## src/rtl/mod_147_rx_status_pkg.sv

```systemverilog
// Shared Clause 147 receive-status constants, state encodings and default thresholds.
// Imported by the receive-status top and its activity timer.
package mod_147_rx_status_pkg;

  localparam logic OK      = 1'b0;
  localparam logic NOT_OK  = 1'b1;
  localparam logic ENABLE  = 1'b0;
  localparam logic DISABLE = 1'b1;

  typedef enum logic [1:0] {
    HUNT    = 2'd0,
    CHECK   = 2'd1,
    LOCKED  = 2'd2,
    UNUSED3 = 2'd3
  } rx_state_e;

  localparam int GOOD_THRESH_DEF = 16;
  localparam int BAD_THRESH_DEF  = 4;
  localparam int WINDOW_DEF      = 64;
  localparam int ACT_TIMEOUT_DEF = 1024;

  // One spare bit so a counter can hold its own threshold.
  function automatic int cnt_width(input int thresh);
    return $clog2(thresh) + 1;
  endfunction

endpackage

```

## src/rtl/mod_147_rx_act_timer.sv

```systemverilog
// Saturating receive-activity counter; flags the edge on which the line goes idle.
// expire_o stays high while saturated, so the consumer keeps hunting until a strobe.
module mod_147_rx_act_timer
  import mod_147_rx_status_pkg::*;
#(
  parameter int ACT_TIMEOUT = ACT_TIMEOUT_DEF
) (
  input  logic clk,
  input  logic reset_n,
  input  logic clr_i,
  input  logic strobe_i,
  output logic expire_o
);

  localparam int AW = cnt_width(ACT_TIMEOUT);
  localparam logic [AW-1:0] LIMIT = AW'(ACT_TIMEOUT);

  logic [AW-1:0] act_q;
  logic [AW-1:0] act_d;

  always_comb begin
    act_d = act_q;
    if (clr_i || strobe_i) begin
      act_d = '0;
    end else if (act_q != LIMIT) begin
      act_d = act_q + 1'b1;
    end
  end

  always_ff @(posedge clk or negedge reset_n) begin
    if (!reset_n) begin
      act_q <= '0;
    end else begin
      act_q <= act_d;
    end
  end

  assign expire_o = (act_d == LIMIT);

endmodule

```

## src/rtl/mod_147_rx_status.sv

```systemverilog
// Clause 147 receive status: code-group lock qualification and activity timeout.
// Produces pcs_status and loc_rcv_status for the link monitor.
module mod_147_rx_status
  import mod_147_rx_status_pkg::*;
#(
  parameter int GOOD_THRESH = GOOD_THRESH_DEF,
  parameter int BAD_THRESH  = BAD_THRESH_DEF,
  parameter int WINDOW      = WINDOW_DEF,
  parameter int ACT_TIMEOUT = ACT_TIMEOUT_DEF
) (
  input  logic       clk,
  input  logic       reset_n,
  input  logic       pma_reset,
  input  logic       link_control,
  input  logic       rx_sym_strobe,
  input  logic       rx_sym_invalid,
  output logic       pcs_status,
  output logic       loc_rcv_status,
  output logic [1:0] rx_status_state
);

  localparam int GW = cnt_width(GOOD_THRESH);
  localparam int BW = cnt_width(BAD_THRESH);
  localparam int WW = cnt_width(WINDOW);

  localparam logic [GW-1:0] GOOD_LIM = GW'(GOOD_THRESH);
  localparam logic [BW-1:0] BAD_LIM  = BW'(BAD_THRESH);
  localparam logic [WW-1:0] WIN_LIM  = WW'(WINDOW);

  rx_state_e     state_q, state_d;
  logic [GW-1:0] good_q, good_d;
  logic [BW-1:0] bad_q, bad_d;
  logic [WW-1:0] win_q, win_d;
  logic          pcs_q, pcs_d;
  logic          loc_q, loc_d;

  logic          force_clr;
  logic          act_expire;
  logic [GW-1:0] good_inc;
  logic [BW-1:0] bad_inc;
  logic [WW-1:0] win_inc;

  assign force_clr = pma_reset | (link_control == DISABLE);

  mod_147_rx_act_timer #(
    .ACT_TIMEOUT(ACT_TIMEOUT)
  ) u_act_timer (
    .clk      (clk),
    .reset_n  (reset_n),
    .clr_i    (force_clr),
    .strobe_i (rx_sym_strobe),
    .expire_o (act_expire)
  );

  assign good_inc = good_q + 1'b1;
  assign bad_inc  = bad_q + 1'b1;
  assign win_inc  = win_q + 1'b1;

  always_ff @(posedge clk or negedge reset_n) begin
    if (!reset_n) begin
      state_q <= HUNT;
      good_q  <= '0;
      bad_q   <= '0;
      win_q   <= '0;
      pcs_q   <= NOT_OK;
      loc_q   <= 1'b0;
    end else begin
      state_q <= state_d;
      good_q  <= good_d;
      bad_q   <= bad_d;
      win_q   <= win_d;
      pcs_q   <= pcs_d;
      loc_q   <= loc_d;
    end
  end

  always_comb begin
    state_d = state_q;
    good_d  = good_q;
    bad_d   = bad_q;
    win_d   = win_q;
    if (force_clr || act_expire) begin
      state_d = HUNT;
      good_d  = '0;
      bad_d   = '0;
      win_d   = '0;
    end else begin
      unique case (state_q)
        HUNT: begin
          if (rx_sym_strobe && !rx_sym_invalid) begin
            good_d  = GW'(1);
            state_d = CHECK;
            if (GW'(1) >= GOOD_LIM) begin
              state_d = LOCKED;
              good_d  = '0;
              bad_d   = '0;
              win_d   = '0;
            end
          end
        end
        CHECK: begin
          if (rx_sym_strobe) begin
            if (rx_sym_invalid) begin
              good_d  = '0;
              state_d = HUNT;
            end else if (good_inc >= GOOD_LIM) begin
              good_d  = '0;
              bad_d   = '0;
              win_d   = '0;
              state_d = LOCKED;
            end else begin
              good_d = good_inc;
            end
          end
        end
        LOCKED: begin
          // Loss of lock outranks a window wrap on the same strobe.
          if (rx_sym_strobe) begin
            if (rx_sym_invalid && (bad_inc >= BAD_LIM)) begin
              state_d = HUNT;
              good_d  = '0;
              bad_d   = '0;
              win_d   = '0;
            end else if (win_inc >= WIN_LIM) begin
              bad_d = '0;
              win_d = '0;
            end else begin
              win_d = win_inc;
              if (rx_sym_invalid) begin
                bad_d = bad_inc;
              end
            end
          end
        end
        default: begin
          state_d = HUNT;
          good_d  = '0;
          bad_d   = '0;
          win_d   = '0;
        end
      endcase
    end
  end

  always_comb begin
    pcs_d = NOT_OK;
    loc_d = 1'b0;
    if ((state_d == LOCKED) && !act_expire) begin
      pcs_d = OK;
      loc_d = 1'b1;
    end
  end

  assign pcs_status      = pcs_q;
  assign loc_rcv_status  = loc_q;
  assign rx_status_state = state_q;

`ifdef simulate
  logic [8*6-1:0] state_ascii;
  logic [8*6-1:0] pcs_ascii;

  always_comb begin
    state_ascii = "UNUSED";
    unique case (state_q)
      HUNT:    state_ascii = "HUNT  ";
      CHECK:   state_ascii = "CHECK ";
      LOCKED:  state_ascii = "LOCKED";
      default: state_ascii = "UNUSED";
    endcase
    pcs_ascii = (pcs_q == OK) ? "OK    " : "NOT_OK";
  end
`endif

endmodule

```

## config.mk

```make
export PLATFORM = sky130hd
export DESIGN_NAME = mod_147_rx_status
export DESIGN_NICKNAME = d
export VERILOG_FILES = /design/src/rtl/mod_147_rx_status_pkg.sv /design/src/rtl/mod_147_rx_act_timer.sv /design/src/rtl/mod_147_rx_status.sv
export SDC_FILE = /design/constraint.sdc
export NUM_CORES = 1
export LEC_CHECK = 0
export ABC_CLOCK_PERIOD_IN_PS = 5500
export CAP_MARGIN = 20
export CELL_PAD_IN_SITES_DETAIL_PLACEMENT = 0
export CELL_PAD_IN_SITES_GLOBAL_PLACEMENT = 1
export CORE_ASPECT_RATIO = 1.1
export CORE_MARGIN = 5
export CORE_UTILIZATION = 45
export CTS_CLUSTER_DIAMETER = 100
export DETAILED_ROUTE_END_ITERATION = 6
export GPL_ROUTABILITY_DRIVEN = 0
export PLACE_DENSITY = 0.79
export REMOVE_ABC_BUFFERS = 1
export SLEW_MARGIN = 20
export SYNTH_ARGS = -nofsm -noshare
export SYNTH_HDL_FRONTEND = slang
export SYNTH_SLANG_ARGS = --single-unit
```

## constraint.sdc

```tcl
create_clock -name clk -period 5.5 [get_ports clk]
set_input_delay 1.1 -clock clk [delete_from_list [all_inputs] [get_ports clk]]
set_output_delay 1.1 -clock clk [all_outputs]
set_load 0.01 [all_outputs]
```

==> summary.txt <==
Status
  • Outcome: finished clean

Floorplanning
  • Starting Density: between 40% and 50%
  • Chip height: about 78 um
  • Core area: roughly 4000 um2
  • Rows: 24
  • Chip width: approximately 71 um
  • Die area: around 5500 um2
  • I/O Pins: 10

Critical path
  • R2R setup slack: about 2.9 ns
  • Crit end category: flip-flop
  • Worst EP arrival: ~3.2 ns
  • Worst Setup SP: rx_sym_strobe
  • Startpoint Class: input port
  • CP bufs+invs: 1
  • Setup Crit Path Kind: in2reg
  • Reg2Reg Depth: 8
  • CP max stage cell: nor3_4
  • FF-to-FF Start: u_act_timer.act_q[0]
  • CP max FO: 19
  • Worst setup endpoint: win_q[5]
  • WP data required: about 5.6 ns
  • Slowest stage delay, CP: 0.79 ns
  • Reg2reg end: win_q[5]
  • Critical Path, Cell by Cell: clkdlybuf4s50_1 > nor3_1 > nand4b_1 > nor3_4 > a22oi_1
  • Critical path's top delay family: simple AND/OR/NAND/NOR gates
  • Worst path depth: 5

Global route
  • Met3 usage: between 3 and 4%
  • Routing usage on met2: 24.5%
  • Tot GR Track Use: 15.0%
  • Gr busiest metal: met2
  • GR Layer Usage met1: 19.1%
  • Vias in the first global route: 1484
  • First-pass GRT wire length: between 6000 and 7000 um
  • Initial antenna violation count: 0
  • Pin count of the biggest net entering global routing: 31
  • Grt total ovfl: 0

Yosys
  • Compound-Gate Fraction of Synth Area: about 14%
  • Register bit total from synthesis: 30
  • Post-synth EDFFs: 0
  • Largest family of logic cells by synthesized area: simple AND/OR/NAND/NOR gates
  • Area share of fa/ha/maj cells after synthesis: around 3.4%
  • Post-Synthesis Cells: 202
  • Synth Area in Simple Gates: between 20 and 30%
  • Seq/Total Area, Yosys: between 40% and 50%
  • Post-Syn Area per Cell: 9.24 um2
  • Post-synthesis xor/xnor area fraction: around 6.6%
  • Main synth FF type: dfrtp_1
  • Mux cell area share after synthesis: between 1.5 and 2%
  • Synth Warn #: 0
  • Synthesized cell area: about 1900 um2
  • Synth unique cells: 46
  • Async set-reset flop share out of synthesis: 100%

Timing
  • Max_slew headroom: roughly two fifths
  • Final Hold Fails: 0
  • Final period util: 56.6%
  • Minimum clock period: 3.11 ns
  • Worst-Margin Slew: approximately 0.90 ns
  • Peak Freq: between 0.3 and 0.4 GHz
  • Fin Clk Skew: 0.00849 ns
  • RSZ-0062 raised after global routing: no
  • Pins Over Slew Limit: 0
  • Final-report setup violation count: 0
  • Setup_tns: 0 ns
  • Hold slack final: 0.525 ns

Power
  • Design internal power: around 0.36 mW
  • Seq pwr share: between 40% and 50%
  • Comb pwr share: under 10%
  • VDD IR max: roughly 0.15 mV
  • Power Dens Cells: ~220 nW/um2
  • Total power: between 0.4 and 0.5 mW
  • Clock power frac: 45.5%
  • Sw Ratio: between 20% and 30%
  • Leak: 0.856 nW
  • Net load switching power: 0.0987 mW

Route
  • WL/cell: approximately 15 um
  • Final WL: 3820 um
  • Drt pass-1 iters: 4
  • Vias: between 1500 and 2000
  • DR iter-0 viols: around 90
  • Drc violations: 0
  • ANT nets after route: 0
  • Via-to-Cell Ratio: 5.71

Clock network
  • CTS Sinks: 30
  • Clk buf depth: 2
  • CTS resizes: 0
  • Setup Buffers After CTS: 0
  • Hold Buf Count CTS: 0
  • Worst-path clk slew: ~0.07 ns
  • CTS Buf Count: 5
  • CTS tree: yes
  • Clk Latency, worst-skew pair: ~0.28 ns
  • H-tree depth: 2
  • Root buffer cell: clkbuf_8

Layout
  • Antenna cells: 0
  • Fill count: between 300 and 400
  • Commonest non-fill, non-tap cells in the layout: 29 x dfrtp_1, 23 x nor2_1, 19 x nand2_1
  • Final #Nets: about 220
  • Fin util: 51.8%
  • Layout area overhead: 11.0%
  • Commonest non-fill, non-tap cell in the layout: dfrtp_1
  • Share of cells above drive strength 1: between 10 and 15%

Placement
  • IO buf count: 9
  • DP Wirelength: roughly 2700 um

Worst hold path
  • HP Class: reg2reg

Flow run
  • Max_cap viols: 0
## sequential cells by signal, summed over array words and instances (netlist names)
| register | flops |
|---|---|
| u_act_timer.act_q | 11 |
| bad_q | 3 |
| rx_status_state | 2 |
| good_q | 5 |
| pcs_status | 1 |
| win_q | 7 |
| loc_rcv_status | 1 |
## power groups by stage
stage / combinational, mW / sequential, mW / clock, mW
2_1_floorplan: 0.0109 / 0.227 / 0
3_3_place_gp: 0.0241 / 0.228 / 0
3_5_place_dp: 0.0249 / 0.228 / 0
4_1_cts: 0.0250 / 0.224 / 0.216
5_1_grt: 0.0278 / 0.224 / 0.225
6_report: 0.0246 / 0.224 / 0.208
## worst register-to-register path, cell delays in order (launching register included)
cell	delay, ns
dfrtp_1	0.44
inv_1	0.08
ha_1	0.14
nor4b_2	0.21
nand3_2	0.20
a21oi_1	0.25
nand4b_1	0.17
nor3_4	0.79
a22oi_1	0.21
## through the flow
| stage | cell area [um2] | std cells | worst slack, ns |
|---|---|---|---|
| 2_1_floorplan | 1800 | 193 | 3.00 |
| 3_3_place_gp | 1960 | 255 | 2.17 |
| 3_5_place_dp | 1960 | 255 | 2.09 |
| 4_1_cts | 2070 | 263 | 2.39 |
| 5_1_grt | 2070 | 263 | 2.24 |
| 6_report | 2070 | 263 | 2.39 |
## cell families after synthesis
logic type,count (synthesis)
multiplexers,3
XOR/XNOR,14
AND/OR/NAND/NOR,99
buffers and inverters,14
flip-flops,30
AO/OA/AOI/OAI,37
adder cells (fa/ha/maj),5
## cell type report
class / instances / area [um2] / area share, %
tap: 52 / 65.1 / 3.14
timing repair buffer: 10 / 97.6 / 4.71
sequential: 30 / 752 / 36.3
multi-input combinational: 158 / 1030 / 49.6
clock buffer: 8 / 110 / 5.32
inverter: 5 / 18.8 / 0.906
## synth_stat cells, drive strengths merged, types with 2 or more instances
| cell type | count | share of area (%) |
|---|---|---|
| xor2 | 8 | 3.8 |
| nor3 | 7 | 2.5 |
| a22oi | 5 | 2.0 |
| o21ai | 5 | 1.3 |
| a311o | 2 | 1.1 |
| a21o | 2 | 0.80 |
| a31oi | 3 | 1.0 |
| xnor2 | 6 | 2.8 |
| nor4b | 4 | 2.5 |
| a311oi | 2 | 0.94 |
| nand3 | 13 | 4.0 |
| ha | 5 | 3.4 |
| dfrtp | 29 | 39 |
| o32ai | 2 | 0.94 |
| or3 | 3 | 1.0 |
| a21oi | 12 | 4.0 |
| nand2 | 19 | 3.8 |
| clkbuf | 3 | 0.67 |
| nand4 | 4 | 1.3 |
| and3 | 3 | 1.0 |
| inv | 5 | 1.0 |
| nor3b | 5 | 2.0 |
| buf | 6 | 3.0 |
| nor2b | 3 | 1.0 |
| nor2 | 29 | 6.6 |
| nand2b | 2 | 0.67 |
| nand4b | 2 | 0.94 |
| mux2i | 3 | 1.6 |
| o31ai | 3 | 1.2 |
## routing by layer
metal  up-vias  part of all wire, %
li1        736                    -
met1       733                   44
met2        26                   50
met3         6                  4.1
met4         0                  1.5
met5         -                    0
## worst min-delay path by stage
stage	from	end	slack (ns)	cells past startpoint
finish	bad_q[2]	bad_q[2]	0.52	2
detailed placement	bad_q[2]	bad_q[2]	0.52	2
floorplan	win_q[5]	win_q[5]	0.48	1
CTS	bad_q[2]	bad_q[2]	0.53	2
global placement	bad_q[2]	bad_q[2]	0.51	2
global route	bad_q[2]	bad_q[2]	0.55	2
No activity file was read; power rests on OpenSTA's default activity.
